==> config.mk <==
export PLATFORM = sky130hd
export DESIGN_NAME = uart_tx_fifo_flat
export DESIGN_NICKNAME = d
export VERILOG_FILES = /design/src/rtl/uart_tx_fifo_if.sv /design/src/rtl/uart_tx_fifo.sv /design/src/flat_wrapper.sv
export SDC_FILE = /design/constraint.sdc
export NUM_CORES = 1
export LEC_CHECK = 0
export ABC_CLOCK_PERIOD_IN_PS = 3250
export CAP_MARGIN = 20
export CORE_MARGIN = 2
export CORE_UTILIZATION = 45
export DETAILED_ROUTE_END_ITERATION = 8
export GPL_TIMING_DRIVEN = 0
export SYNTH_ARGS = -nofsm -noshare
export SYNTH_HDL_FRONTEND = slang
export SYNTH_SLANG_ARGS = --single-unit
==> constraint.sdc <==
create_clock -name clock -period 3.25 [get_ports clock]
set_input_delay 0.65 -clock clock [delete_from_list [all_inputs] [get_ports clock]]
set_output_delay 0.65 -clock clock [all_outputs]
set_load 0.05 [all_outputs]
==> src/rtl/uart_tx_fifo_if.sv <==
// Byte-push handshake plus serial line and status between the CPU side and the UART transmitter.
// master = CPU side driving bytes; slave = transmitter.
interface uart_tx_fifo_if #(
    parameter int LVL_W = 3
);
    logic             io_tx_valid;
    logic [7:0]       io_tx_data;
    logic             io_tx_ready;
    logic             io_tx;
    logic             io_busy;
    logic [LVL_W-1:0] io_level;

    modport master (
        output io_tx_valid,
        output io_tx_data,
        input  io_tx_ready,
        input  io_tx,
        input  io_busy,
        input  io_level
    );

    modport slave (
        input  io_tx_valid,
        input  io_tx_data,
        output io_tx_ready,
        output io_tx,
        output io_busy,
        output io_level
    );
endinterface

==> src/rtl/uart_tx_fifo.sv <==
// 8N1 UART transmitter fed by a small byte FIFO; a byte pushed while idle reaches the line 1 cycle later.
// Backpressure: io_tx_ready = !full, a push is refused while full even if a pop happens on that edge.
module uart_tx_fifo #(
    parameter int  CLK_DIV    = 868,
    parameter int  FIFO_DEPTH = 4,
    localparam int LVL_W      = $clog2(FIFO_DEPTH + 1)
) (
    input  logic          clock,
    input  logic          reset,
    uart_tx_fifo_if.slave bus
);
    localparam int PTR_W  = $clog2(FIFO_DEPTH);
    localparam int BAUD_W = $clog2(CLK_DIV);
    localparam logic [BAUD_W-1:0] BAUD_LOAD = BAUD_W'(CLK_DIV - 1);

    typedef enum logic [1:0] {IDLE, START, DATA, STOP} state_t;

    state_t            r_state;
    logic [7:0]        r_mem [FIFO_DEPTH];
    logic [PTR_W-1:0]  r_wr_ptr;
    logic [PTR_W-1:0]  r_rd_ptr;
    logic [LVL_W-1:0]  r_count;
    logic [BAUD_W-1:0] r_baud;
    logic [2:0]        r_bit_idx;
    logic [7:0]        r_shift;
    logic              r_tx;

    logic w_full;
    logic w_empty;
    logic w_bit_end;
    logic w_push;
    logic w_pop;

    assign w_full    = (r_count == LVL_W'(FIFO_DEPTH));
    assign w_empty   = (r_count == '0);
    assign w_bit_end = (r_baud == '0);
    assign w_push    = bus.io_tx_valid && !w_full;
    // Pop when idle or at the end of a stop bit, so queued frames run back-to-back.
    assign w_pop     = !w_empty && ((r_state == IDLE) || ((r_state == STOP) && w_bit_end));

    assign bus.io_tx_ready = !w_full;
    assign bus.io_tx       = r_tx;
    assign bus.io_level    = r_count;
    assign bus.io_busy     = (r_state != IDLE) || !w_empty;

    always_ff @(posedge clock) begin
        if (w_push) begin
            r_mem[r_wr_ptr] <= bus.io_tx_data;
        end
    end

    always_ff @(posedge clock or posedge reset) begin
        if (reset) begin
            r_wr_ptr <= '0;
            r_rd_ptr <= '0;
            r_count  <= '0;
        end else begin
            if (w_push) begin
                r_wr_ptr <= r_wr_ptr + 1'b1;
            end
            if (w_pop) begin
                r_rd_ptr <= r_rd_ptr + 1'b1;
            end
            case ({w_push, w_pop})
                2'b10:   r_count <= r_count + 1'b1;
                2'b01:   r_count <= r_count - 1'b1;
                default: r_count <= r_count;
            endcase
        end
    end

    always_ff @(posedge clock or posedge reset) begin
        if (reset) begin
            r_state   <= IDLE;
            r_baud    <= '0;
            r_bit_idx <= '0;
            r_shift   <= '0;
            r_tx      <= 1'b1;
        end else begin
            case (r_state)
                IDLE: begin
                    if (w_pop) begin
                        r_shift <= r_mem[r_rd_ptr];
                        r_baud  <= BAUD_LOAD;
                        r_tx    <= 1'b0;
                        r_state <= START;
                    end
                end
                START: begin
                    if (w_bit_end) begin
                        r_baud    <= BAUD_LOAD;
                        r_bit_idx <= '0;
                        r_tx      <= r_shift[0];
                        r_state   <= DATA;
                    end else begin
                        r_baud <= r_baud - 1'b1;
                    end
                end
                DATA: begin
                    if (w_bit_end) begin
                        r_baud  <= BAUD_LOAD;
                        r_shift <= r_shift >> 1;
                        if (r_bit_idx == 3'd7) begin
                            r_tx    <= 1'b1;
                            r_state <= STOP;
                        end else begin
                            r_bit_idx <= r_bit_idx + 1'b1;
                            r_tx      <= r_shift[1];
                        end
                    end else begin
                        r_baud <= r_baud - 1'b1;
                    end
                end
                STOP: begin
                    if (w_bit_end) begin
                        if (w_pop) begin
                            r_shift <= r_mem[r_rd_ptr];
                            r_baud  <= BAUD_LOAD;
                            r_tx    <= 1'b0;
                            r_state <= START;
                        end else begin
                            r_state <= IDLE;
                        end
                    end else begin
                        r_baud <= r_baud - 1'b1;
                    end
                end
                default: begin
                    r_tx    <= 1'b1;
                    r_state <= IDLE;
                end
            endcase
        end
    end
endmodule
==> src/flat_wrapper.sv <==
// flat-port wrapper written by rule: the top's interface ports become plain ports
module uart_tx_fifo_flat 
#(
    parameter int  CLK_DIV    = 868,
    parameter int  FIFO_DEPTH = 4,
    localparam int LVL_W      = $clog2(FIFO_DEPTH + 1)
)
  (clock, reset, bus_io_tx_valid, bus_io_tx_data, bus_io_tx_ready, bus_io_tx, bus_io_busy, bus_io_level);
  uart_tx_fifo_if bus_i ();
  input  logic clock;
  input  logic reset;
  input wire logic [$bits(bus_i.io_tx_valid)-1:0] bus_io_tx_valid;
  input wire logic [$bits(bus_i.io_tx_data)-1:0] bus_io_tx_data;
  output wire logic [$bits(bus_i.io_tx_ready)-1:0] bus_io_tx_ready;
  output wire logic [$bits(bus_i.io_tx)-1:0] bus_io_tx;
  output wire logic [$bits(bus_i.io_busy)-1:0] bus_io_busy;
  output wire logic [$bits(bus_i.io_level)-1:0] bus_io_level;
  assign bus_i.io_tx_valid = bus_io_tx_valid;
  assign bus_i.io_tx_data = bus_io_tx_data;
  assign bus_io_tx_ready = bus_i.io_tx_ready;
  assign bus_io_tx = bus_i.io_tx;
  assign bus_io_busy = bus_i.io_busy;
  assign bus_io_level = bus_i.io_level;
  uart_tx_fifo #(.CLK_DIV(CLK_DIV), .FIFO_DEPTH(FIFO_DEPTH)) u_core (.clock(clock), .reset(reset), .bus(bus_i));
endmodule
==> impl_metrics.py <==
metrics = {
    "outcome": {
        "status": "complete, no violations",
    },
    "final_layout": {
        "drive_gt1_share_pct": 12.5,
        "fill_cells": 614,
        "multi_input_area_um2": 1350,
        "syn_to_final_growth_pct": 17.4,
        "seqCellArea_um2": 1740,
        "stdcell_area_um2": 3770,
        "diodes": 0,
        "final_nets": 316,
        "final_cell_mix": "32 x edfxtp_1, 30 x dfrtp_1, 20 x nor3_1, 16 x clkdlybuf4s50_1, 15 x inv_1",
        "final_common_cell": "edfxtp_1",
        "final_cells": 391,
    },
    "routing": {
        "wl_per_cell_um": 16.4,
        "vias_per_cell": 5.62,
        "vias": 2199,
        "drc": 0,
        "first_pass_iters": 4,
        "wl_um": 6410,
        "drt_iter0_markers": 184,
        "ant_nets": 0,
    },
    "sta": {
        "worstMarginPinSlew_ns": 0.825,
        "rsz0062_at_grt": "false",
        "hold_viol_final": 0,
        "max_freq_mhz": 333,
        "fin_ws_ns": 0.249,
        "fin_crit_ns": 3.00,
        "hold_ws_ns": 0.492,
        "clock_skew_ns": 0.0109,
        "setup_viol": 0,
        "tns_ns": 0,
        "slew_violations": 0,
        "slew_headroom_pct": 44.5,
        "fin_crit_sh_pct": 92.3,
    },
    "place": {
        "io_buffers": 16,
        "preCtsSetupSlack_ns": 0.269,
        "dpl_cell_area_um2": 3520,
        "hpwlAfterDp_um": 4450,
        "dp.cells": 375,
        "gp_congestion": 0.778,
    },
    "synth": {
        "ys_seq_elements": 63,
        "synth_top_flop_cell": "edfxtp_1",
        "synth_edf_count": 32,
        "ys_warn_count": 0,
        "syn_nets": 288,
        "synthCells": 262,
        "yosysSeqAreaShare_pct": 54.2,
        "synth_mux_area_share_pct": 5.97,
        "synth.cell_area_um2": 3210,
        "synth_simple_gate_area_share_pct": 16.8,
        "synth_top_family_by_area": "simple AND/OR/NAND/NOR gates",
        "synth-xor-area-share_pct": 1.64,
        "syn_area_per_cell_um2": 12.2,
        "yosys.area_share.adder_pct": 6.08,
        "synth-compound-area-share_pct": 11.7,
        "synth.distinct_cells": 54,
        "async_flop_share_pct": 49.2,
    },
    "floorplanning": {
        "io_pins": 17,
        "die_x_um": 88.4,
        "die_height_um": 88.4,
        "initial_core_util_pct": 47.0,
        "core_um2": 6830,
        "dieArea_um2": 7820,
        "row_count": 30,
    },
    "clock_tree": {
        "root_buffer": "clkbuf_8",
        "cts_buffers": 9,
        "path_clk_slew_ns": 0.08,
        "cts.sinks": 63,
        "ctsHoldBuffers": 0,
        "htree_levels": 3,
        "cts_setup_buffers": 0,
        "ctsResizeCount": 0,
        "cts_tree": "built",
        "cts_buffer_depth": 2,
        "clock_latency_ns": 0.35,
    },
    "power_and_ir_drop": {
        "p_leak_uw": 0.00150,
        "p_per_area_nw_per_um2": 1060,
        "max-vdd-ir-drop_v": 0.000720,
    },
    "setup_path": {
        "critPathLaunchType": "flip-flop",
        "arrival_ns": 3.28,
        "critPathKind": "reg -> reg",
        "cp_max_fo": 8,
        "cp-end-kind": "flip-flop",
        "cp.required_ns": 3.53,
    },
    "global_route": {
        "grt.total_usage_pct": 18.4,
        "grt_max_degree": 17,
        "antenna_found_initial": 0,
        "globalRouteOverflowTotal": 0,
        "grt_pass1_wl_um": 10700,
        "grt_pass1_vias": 2049,
    },
    "run": {
        "maxCapViolations": 0,
    },
    "hold_path": {
        "hold_class": "reg -> reg",
    },
}
==> critical path, cell delays in order (launching register included) <==
cell and delay [ns]:
dfrtp_1 0.41, inv_1 0.09, ha_1 0.16, nor4b_2 0.58
and4_1 0.40, or2_2 0.21, ha_1 0.21, inv_1 0.06
fa_1 0.37, xor2_1 0.17, nor2_1 0.11, xor2_1 0.15
==> cells by family after synthesis <==
group                      after synthesis
and+or+nand+nor                         88
DFF                                     63
AOI/OAI and AO/OA                       52
buffers and inverters                   29
adders and majority gates               15
muxes                                    9
xor gates and xnor gates                 6
==> flip-flops by register name (all words and copies together), names as in the netlist <==
signal and cells:
u_core.bus.io_level 3, u_core.bus.io_tx 1, u_core.r_baud 10, u_core.r_bit_idx 3, u_core.r_mem 32, u_core.r_rd_ptr 2, u_core.r_shift 8, u_core.r_state 2
u_core.r_wr_ptr 2
==> cell type report <==
class / count / area share (%)
Buffer: 14 / 1.63
Clock buffer: 9 / 3.29
Clock inverter: 7 / 3.39
Inverter: 15 / 1.49
Multi-Input combinational cell: 170 / 35.9
Sequential cell: 63 / 46.1
Tap cell: 96 / 3.19
Timing Repair Buffer: 17 / 4.98
==> where the power goes <==
| part | total (µW) | switching (µW) | leakage (µW) | internal (µW) |
|---|---|---|---|---|
| sequential | 1290 | 172 | 0.000675 | 1120 |
| clock | 867 | 346 | 0.000126 | 521 |
| combinational | 1820 | 1050 | 0.000703 | 771 |
==> Yosys cell counts, drive strengths merged (2+ instances only) <==
master  count  area (µm²)
or2         3        18.8
o32ai       2        17.5
nor2        4        15.0
or4         4        30.0
a211o       2        17.5
a21o        4        30.0
nor3       20         100
o31ai       2        15.0
a31oi       3        18.8
nand3       2        10.0
o21ai      11        55.1
mux4        8         180
xnor2       3        26.3
a21oi       9        45.0
dfrtp      30         751
and3        5        31.3
edfxtp     32         961
xor2        3        26.3
nand2      11        41.3
a41oi       2        17.5
nand4       2        12.5
nor2b       3        18.8
buf         3        20.0
ha         14         175
or3         4        25.0
inv        15        56.3
o22a        4        35.0
and3b       6        52.6
and4        2        17.5
clkbuf     11        41.3
nor4       16         113
a22o        3        26.3
==> metrics by stage <==
step | utilization (%) | total power (µW)
2_1_floorplan | - | 2690
6_report | 55.1 | 3980
3_5_place_dp | 51.5 | 3130
5_1_grt | 55.1 | 4290
3_3_place_gp | 51.1 | 3100
4_1_cts | 55.1 | 4010
==> metal layers <==
layer | part of all wire [%] | GRT usage (%) | wire (µm)
met4 | 1.6 | 6.47 | 105
met3 | 3.9 | 5.41 | 252
met1 | 51 | 27.7 | 3260
met2 | 44 | 25.4 | 2800
met5 | 0 | 0 | 0
==> path summary, 6_finish.rpt <==
kind	start	endpoint	slack, ns	cells after the start
hold / removal	u_core.bus.io_tx$_DFFE_PP1P_	u_core.bus.io_tx$_DFFE_PP1P_	0.49	1
max in group asynchronous	reset	u_core.r_rd_ptr[1]$_DFFE_PP0P_	1.98	3
hold reg to reg	u_core.bus.io_tx$_DFFE_PP1P_	u_core.bus.io_tx$_DFFE_PP1P_	0.49	1
setup / recovery	u_core.r_baud[0]$_DFF_PP0_	u_core.bus.io_level[2]$_DFFE_PP0P_	0.25	11
setup reg to reg	u_core.r_baud[0]$_DFF_PP0_	u_core.bus.io_level[2]$_DFFE_PP0P_	0.25	11
min in group asynchronous	reset	u_core.r_bit_idx[1]$_DFFE_PP0P_	0.73	2
Note: power is estimated with default switching activity, not from simulation.
